File: src/rtl/bus_pkg.sv
// -----------------------------------------------------------------------------
// bus_pkg
// Shared definitions for the bus-interface controller and the datapath stage
// downstream of it.
//   dp_state_t  : datapath FSM state (FILL, DRAIN, DONE)
//   BUS_DATA_W  : default data word width
//   BUS_DEPTH   : default buffer depth (power of two, >= 2)
// -----------------------------------------------------------------------------
package bus_pkg;

  typedef enum logic [1:0] {
    FILL  = 2'd0,
    DRAIN = 2'd1,
    DONE  = 2'd2
  } dp_state_t;

  localparam int BUS_DATA_W = 8;
  localparam int BUS_DEPTH  = 8;

endpackage : bus_pkg

File: src/rtl/bus_buffer_mem.sv
// -----------------------------------------------------------------------------
// bus_buffer_mem
// DEPTH x DATA_W register array, one synchronous write port and one
// asynchronous read port. Contents are deliberately not reset.
// Ports:
//   clk      : rising-edge clock
//   we_i     : write enable
//   waddr_i  : write address
//   wdata_i  : write data
//   raddr_i  : read address (combinational read)
//   rdata_o  : read data
// -----------------------------------------------------------------------------
module bus_buffer_mem #(
  parameter int DATA_W = 8,
  parameter int DEPTH  = 8,
  parameter int ADDR_W = $clog2(DEPTH)
) (
  input  logic              clk,
  input  logic              we_i,
  input  logic [ADDR_W-1:0] waddr_i,
  input  logic [DATA_W-1:0] wdata_i,
  input  logic [ADDR_W-1:0] raddr_i,
  output logic [DATA_W-1:0] rdata_o
);

  logic [DATA_W-1:0] mem_q [DEPTH];

  always_ff @(posedge clk) begin
    if (we_i) begin
      mem_q[waddr_i] <= wdata_i;
    end
  end

  assign rdata_o = mem_q[raddr_i];

endmodule : bus_buffer_mem

File: src/rtl/bus_datapath.sv
// -----------------------------------------------------------------------------
// bus_datapath
// Captures words into a DEPTH-entry buffer under control of the l/add strobes,
// then drains the full buffer onto a valid/ready output bus. Reports the
// address-limit flag (al) back to the controller while full or draining.
// Ports:
//   clk        : rising-edge clock
//   rst_n      : asynchronous active-low reset
//   clr        : synchronous clear, highest priority
//   l          : load din at the current write address
//   add        : advance write address / committed count
//   din        : data to capture
//   al         : address-limit flag (full, draining or done)
//   count      : committed words, 0..DEPTH
//   bus_data   : word presented on the output bus
//   bus_valid  : bus_data valid
//   bus_ready  : downstream accepts word
//   bus_par    : even parity of bus_data (only with BUS_DATAPATH_PARITY_EN)
// Optional feature macro: BUS_DATAPATH_PARITY_EN
// -----------------------------------------------------------------------------
module bus_datapath
  import bus_pkg::*;
#(
  parameter int DATA_W = BUS_DATA_W,
  parameter int DEPTH  = BUS_DEPTH
) (
  input  logic                      clk,
  input  logic                      rst_n,
  input  logic                      clr,
  input  logic                      l,
  input  logic                      add,
  input  logic [DATA_W-1:0]         din,
  output logic                      al,
  output logic [$clog2(DEPTH):0]    count,
  output logic [DATA_W-1:0]         bus_data,
  output logic                      bus_valid,
`ifdef BUS_DATAPATH_PARITY_EN
  output logic                      bus_par,
`endif
  input  logic                      bus_ready
);

  localparam int ADDR_W = $clog2(DEPTH);
  localparam logic [ADDR_W:0]   LAST_COUNT = (ADDR_W + 1)'(DEPTH - 1);
  localparam logic [ADDR_W-1:0] LAST_ADDR  = ADDR_W'(DEPTH - 1);

  dp_state_t         state_q;
  logic [ADDR_W:0]   count_q;
  logic [ADDR_W-1:0] wr_addr_q;
  logic [ADDR_W-1:0] rd_addr_q;
  logic [ADDR_W-1:0] rd_addr_d;
  logic              al_q;
  logic              bus_valid_q;
  logic [DATA_W-1:0] bus_data_q;
  logic [DATA_W-1:0] rd_data;
  logic              handshake;
  logic              mem_we;

  assign handshake = bus_valid_q & bus_ready;
  assign mem_we    = (state_q == FILL) & l & ~clr;

  // The read port looks at the address the next word will come from, so the
  // registered bus_data can be loaded with it on the same edge as the
  // handshake. In FILL rd_addr_q is 0, which is what entering DRAIN needs.
  always_comb begin
    rd_addr_d = rd_addr_q;
    if (state_q == DRAIN && handshake) begin
      rd_addr_d = rd_addr_q + 1'b1;
    end
  end

  bus_buffer_mem #(
    .DATA_W (DATA_W),
    .DEPTH  (DEPTH),
    .ADDR_W (ADDR_W)
  ) u_mem (
    .clk     (clk),
    .we_i    (mem_we),
    .waddr_i (wr_addr_q),
    .wdata_i (din),
    .raddr_i (rd_addr_d),
    .rdata_o (rd_data)
  );

`ifdef BUS_DATAPATH_PARITY_EN
  logic bus_par_q;
`endif

  always_ff @(posedge clk or negedge rst_n) begin
    if (!rst_n) begin
      state_q     <= FILL;
      count_q     <= '0;
      wr_addr_q   <= '0;
      rd_addr_q   <= '0;
      al_q        <= 1'b0;
      bus_valid_q <= 1'b0;
      bus_data_q  <= '0;
`ifdef BUS_DATAPATH_PARITY_EN
      bus_par_q   <= 1'b0;
`endif
    end else if (clr) begin
      // A handshake in this cycle still completes on the bus; only the
      // internal state is discarded.
      state_q     <= FILL;
      count_q     <= '0;
      wr_addr_q   <= '0;
      rd_addr_q   <= '0;
      al_q        <= 1'b0;
      bus_valid_q <= 1'b0;
    end else begin
      case (state_q)
        FILL: begin
          if (add) begin
            wr_addr_q <= wr_addr_q + 1'b1;
            count_q   <= count_q + 1'b1;
            if (count_q == LAST_COUNT) begin
              state_q     <= DRAIN;
              al_q        <= 1'b1;
              bus_valid_q <= 1'b1;
              rd_addr_q   <= '0;
              bus_data_q  <= rd_data;
`ifdef BUS_DATAPATH_PARITY_EN
              bus_par_q   <= ^rd_data;
`endif
            end
          end
        end
        DRAIN: begin
          if (handshake) begin
            rd_addr_q <= rd_addr_d;
            count_q   <= count_q - 1'b1;
            if (rd_addr_q == LAST_ADDR) begin
              state_q     <= DONE;
              bus_valid_q <= 1'b0;
              count_q     <= '0;
            end else begin
              bus_data_q <= rd_data;
`ifdef BUS_DATAPATH_PARITY_EN
              bus_par_q  <= ^rd_data;
`endif
            end
          end
        end
        DONE: begin
          // Wait for clr.
        end
        default: begin
          state_q <= FILL;
        end
      endcase
    end
  end

  assign al        = al_q;
  assign count     = count_q;
  assign bus_data  = bus_data_q;
  assign bus_valid = bus_valid_q;
`ifdef BUS_DATAPATH_PARITY_EN
  assign bus_par   = bus_par_q;
`endif

endmodule : bus_datapath

File: config.mk
export PLATFORM = sky130hd
export DESIGN_NAME = bus_datapath
export DESIGN_NICKNAME = d
export VERILOG_FILES = /design/src/rtl/bus_pkg.sv /design/src/rtl/bus_buffer_mem.sv /design/src/rtl/bus_datapath.sv
export SDC_FILE = /design/constraint.sdc
export NUM_CORES = 1
export LEC_CHECK = 0
export CORE_AREA = 2 2 72 101
export DETAILED_ROUTE_END_ITERATION = 6
export DIE_AREA = 0 0 74 103
export PLACE_DENSITY = 0.81
export SKIP_CTS_REPAIR_TIMING = 1
export SYNTH_ARGS = -nofsm -noshare
export SYNTH_HDL_FRONTEND = slang
export SYNTH_SLANG_ARGS = --single-unit
File: constraint.sdc
create_clock -name clk -period 4.1 [get_ports clk]
set_clock_uncertainty 0.15 [all_clocks]
set_input_delay 0.615 -clock clk [delete_from_list [all_inputs] [get_ports clk]]
set_output_delay 0.615 -clock clk [all_outputs]
set_load 0.05 [all_outputs]
==> impl.org <==
** Worst setup path
- Count of buffering cells on the critical path with inverters included :: 1
- Largest fanout on the critical path :: 12
- Worst Setup Path Type :: in2reg
- The endpoint identified for the worst register-to-register timing path is bus_data[3].
- The critical path starts at bus_ready.
- For the worst setup path, the data arrival time is between 2 and 3 ns.
- In this run the critical register-to-register path is launched from rd_addr_q[0].
- Grouping stages by cell kind, the critical path spends the most delay in multiplexers.
- Walking the worst path, the cells encountered are clkdlybuf4s50_1, nand4b_1, mux2i_1, nor2_1, o31a_1, a21oi_1.
- Endpoint class of the critical path :: flop
- Following the worst setup path forward leads to its endpoint at bus_data[3].
- For this run, the slowest stage of the critical path takes 0.75 ns.
- For the worst setup path, the data required time is around 4.2 ns.
- On the critical path, the stage with the largest delay is an instance of mux2i_1.
- R2R setup slack :: between 1 and 1.5 ns
- Worst-case reg-to-reg path depth :: 5
- Element type at the critical path start :: primary input
- CP Depth :: 6

** Clock network
- Buffer levels on the longest clock path :: 2
- TritonCTS clock tree :: built
- Clock buffers created by TritonCTS :: 9
- CTS sink count :: 86
- Maximum level of the CTS H-tree :: 3
- The clock reaches the later pin of the worst-skew pair after ~0.36 ns.
- Clock-pin slew was measured on the worst setup and hold paths at 0.08 ns.
- The tree is rooted in a clkbuf_8.

** Synth
- The number of nets in the synthesized netlist is 310.
- Unique cell type count in the Yosys netlist :: 45
- Post-Syn Instances :: slightly below 300
- Share of synthesized area occupied by flip-flops and latches :: 59.8%
- Yosys warnings :: 0
- Synth top area share :: 46.5%
- Counting flops and latches in the post-synthesis netlist gives 86.
- Post-synthesis cell area :: between 4000 and 5000 um^2
- Summed over all instances, the cell type with the most area after synthesis is edfxtp_1.
- Number of enable flip-flop cells after synthesis :: between 60 and 70
- Dividing the synthesized area by the synthesized cell count gives around 14 um^2.
- After synthesis, the cell types taking the most area are edfxtp_1 47%, dfrtp_1 13%, mux4_2 13%.
- After synthesis, the share of flip-flops with an asynchronous set or reset is between 20% and 30%.
- Top FF cell, synth :: edfxtp_1

** Floorplanning
- Floorplan Core Area :: between 6000 and 7000 um^2
- Measured along the x axis, the die boundary spans approximately 74 um.
- During I/O placement, the number of pins put on the boundary was 28.
- The die covers between 7000 and 8000 um^2.
- Effective utilization at floorplan :: between 60% and 70%
- Y dimension of the die :: 103 um
- Number of rows in the core area :: 36

** GRT
- The initial antenna violation count was 0.
- Maximum number of pins on one net before global-route repair :: 29
- The number of global-route vias before repair was 2617.
- Global routing finished with a remaining overflow of 0.
- The first global-routing pass estimated about 13000 um of wire.
- Total global routing track utilization :: about 24%

** STA
- Sum of negative setup slack :: 0 ns
- Post-route minimum period :: between 2 and 3 ns
- Number of endpoints with negative hold slack in the final report :: 0
- The number of max-slew violations in the final report came to 0.
- Max_slew headroom :: between 30 and 40%
- Setup violations remaining at the end of the flow were counted as 0.
- At the pin with the least slew margin, the transition time is between 0.9 and 1 ns.
- The worst path uses around two thirds of the clock period.
- Setup repair after global routing left no endpoint under its margin.
- Derived from the worst setup path, the maximum achievable clock frequency is around 360 MHz.

** Finish
- Number of filler instances in the final layout :: between 400 and 500
- Leading cell type in the layout, fill and taps excluded :: edfxtp_1
- Total number of nets in the final design :: ~340
- Fraction of layout cells with a size suffix above 1 :: 13.9%
- Most used cells in the layout excluding fill and tap cells :: 64 x edfxtp_1, 27 x clkdlybuf4s50_1, 23 x nor2_1, 23 x mux4_2, 22 x dfrtp_1
- The finished cells cover about 4600 um^2.
- Diode insertion count for antenna repair :: 0
- Area delta synth->final :: 12.4%

** Drt
- The first detailed-routing pass took 5 iterations.
- Once detail routing completed, the nets flagged for antenna violations numbered 0.
- In the final routed layout, each cell accounts on average for around 20 um.
- The final route contains about 2500 vias.
- Detailed Route Iter0 Violations :: between 200 and 250
- For this block, the routed nets add up to around 8300 um of wire.
- In the routed layout, each cell is associated on average with a via count of ~6.
- In the routed design, unresolved DRC markers number 0.

** Placement
- At the end of routability-driven placement, the weighted congestion stood at 0.797.
- After detailed placement, the total cell area comes to ~4500 um^2.
- Total half-perimeter wirelength after legalization and detailed placement :: approximately 6000 um
- I/O Buffers :: 27

** Hold path
- Class of the worst hold path :: reg2reg

** Pwr
- VDD sags by at most around 370 uV.
- Post-layout power :: 1.70 mW
- Power per Cell Area :: 366 nW/um^2
- Leakage dissipation :: 1.66 nW

** Status
- Status :: finished, final reports clean

** Run
- Number of maximum-capacitance violations :: 0
## registers in the layout, indices dropped and copies added (netlist names)
signal / flops
al: 1
bus_data: 8
bus_valid: 1
count: 4
rd_addr_q: 3
state_q: 2
u_mem.mem_q: 64
wr_addr_q: 3
## worst reg2reg max path: stages, from the launching register on
cell	delay, ns
dfrtp_1	0.39
ha_1	0.90
mux2i_1	0.17
mux4_2	0.52
o31a_1	0.31
a21oi_1	0.12
## metrics by stage
step                cells  setup slack, ns  hold WS (ns)  util, %
floorplan             291             1.80         0.169        -
global placement      402             1.01         0.330     65.9
detailed placement    402            0.971         0.333     65.9
CTS                   418             1.34         0.354     68.3
global route          418             1.07         0.371     68.3
finish                418             1.34         0.345     68.3
## power breakdown
group          internal [mW]  switching, mW
Combinational         0.0707          0.119
Clock                  0.236          0.278
Sequential             0.967         0.0276
Total                   1.27          0.425
## cells in the mapped netlist, types with 2 or more instances
cell      number
ha_1           5
inv_1          4
nor3b_1        2
nor2_1        23
a21oi_1       13
nand2b_1       5
nor3_1        12
o21ai_0        7
nand2_1       18
nand4_1        2
a22o_1         3
nand3b_1       2
o31ai_1        2
mux4_2        23
edfxtp_1      64
mux2i_1       20
nand3_1        2
a211o_1        6
clkbuf_1       7
dfrtp_1       22
buf_2          9
nor2b_1       17
## worst min-delay path by stage
stage	startpoint	end	slack, ns	depth (start not counted)
5_1_grt	al	al	0.37	2
2_1_floorplan	rst_n	al	0.17	0
4_1_cts	al	al	0.35	2
6_report	al	al	0.35	2
3_5_place_dp	al	al	0.33	2
3_3_place_gp	al	al	0.33	2
## cells by family (layout without fill, tap and decap cells)
| logic type | count (synthesis) | in the layout | share of synthesized area [%] |
|---|---|---|---|
| buffers and inverters | 22 | 54 | 2.54 |
| XOR/XNOR | 2 | 2 | 0.424 |
| AND/OR/NAND/NOR | 92 | 92 | 11.5 |
| flip-flops | 86 | 86 | 59.8 |
| multiplexers | 44 | 44 | 17.7 |
| AO/OA/AOI/OAI | 40 | 40 | 6.48 |
| adder cells (fa/ha/maj) | 5 | 5 | 1.51 |
## final cells by class
class                           instances  area [um^2]  share of cell area [%]
Multi-Input combinational cell        183         1550                    33.5
Clock inverter                          2         10.0                   0.215
Inverter                                4         15.0                   0.323
Clock buffer                           14          153                    3.29
Tap cell                               95          119                    2.56
Timing Repair Buffer                   34          323                    6.95
Sequential cell                        86         2470                    53.2
## metal layers
layer  GRT usage [%]  share of wire, %  vias to the layer above
met5               0                 0                        -
met4            11.9               2.4                        0
met3            3.42               3.9                       15
met2            43.3                55                       73
met1            28.3                39                     1274
li1                -                 -                     1173
Note: power is estimated with default switching activity, not from simulation.
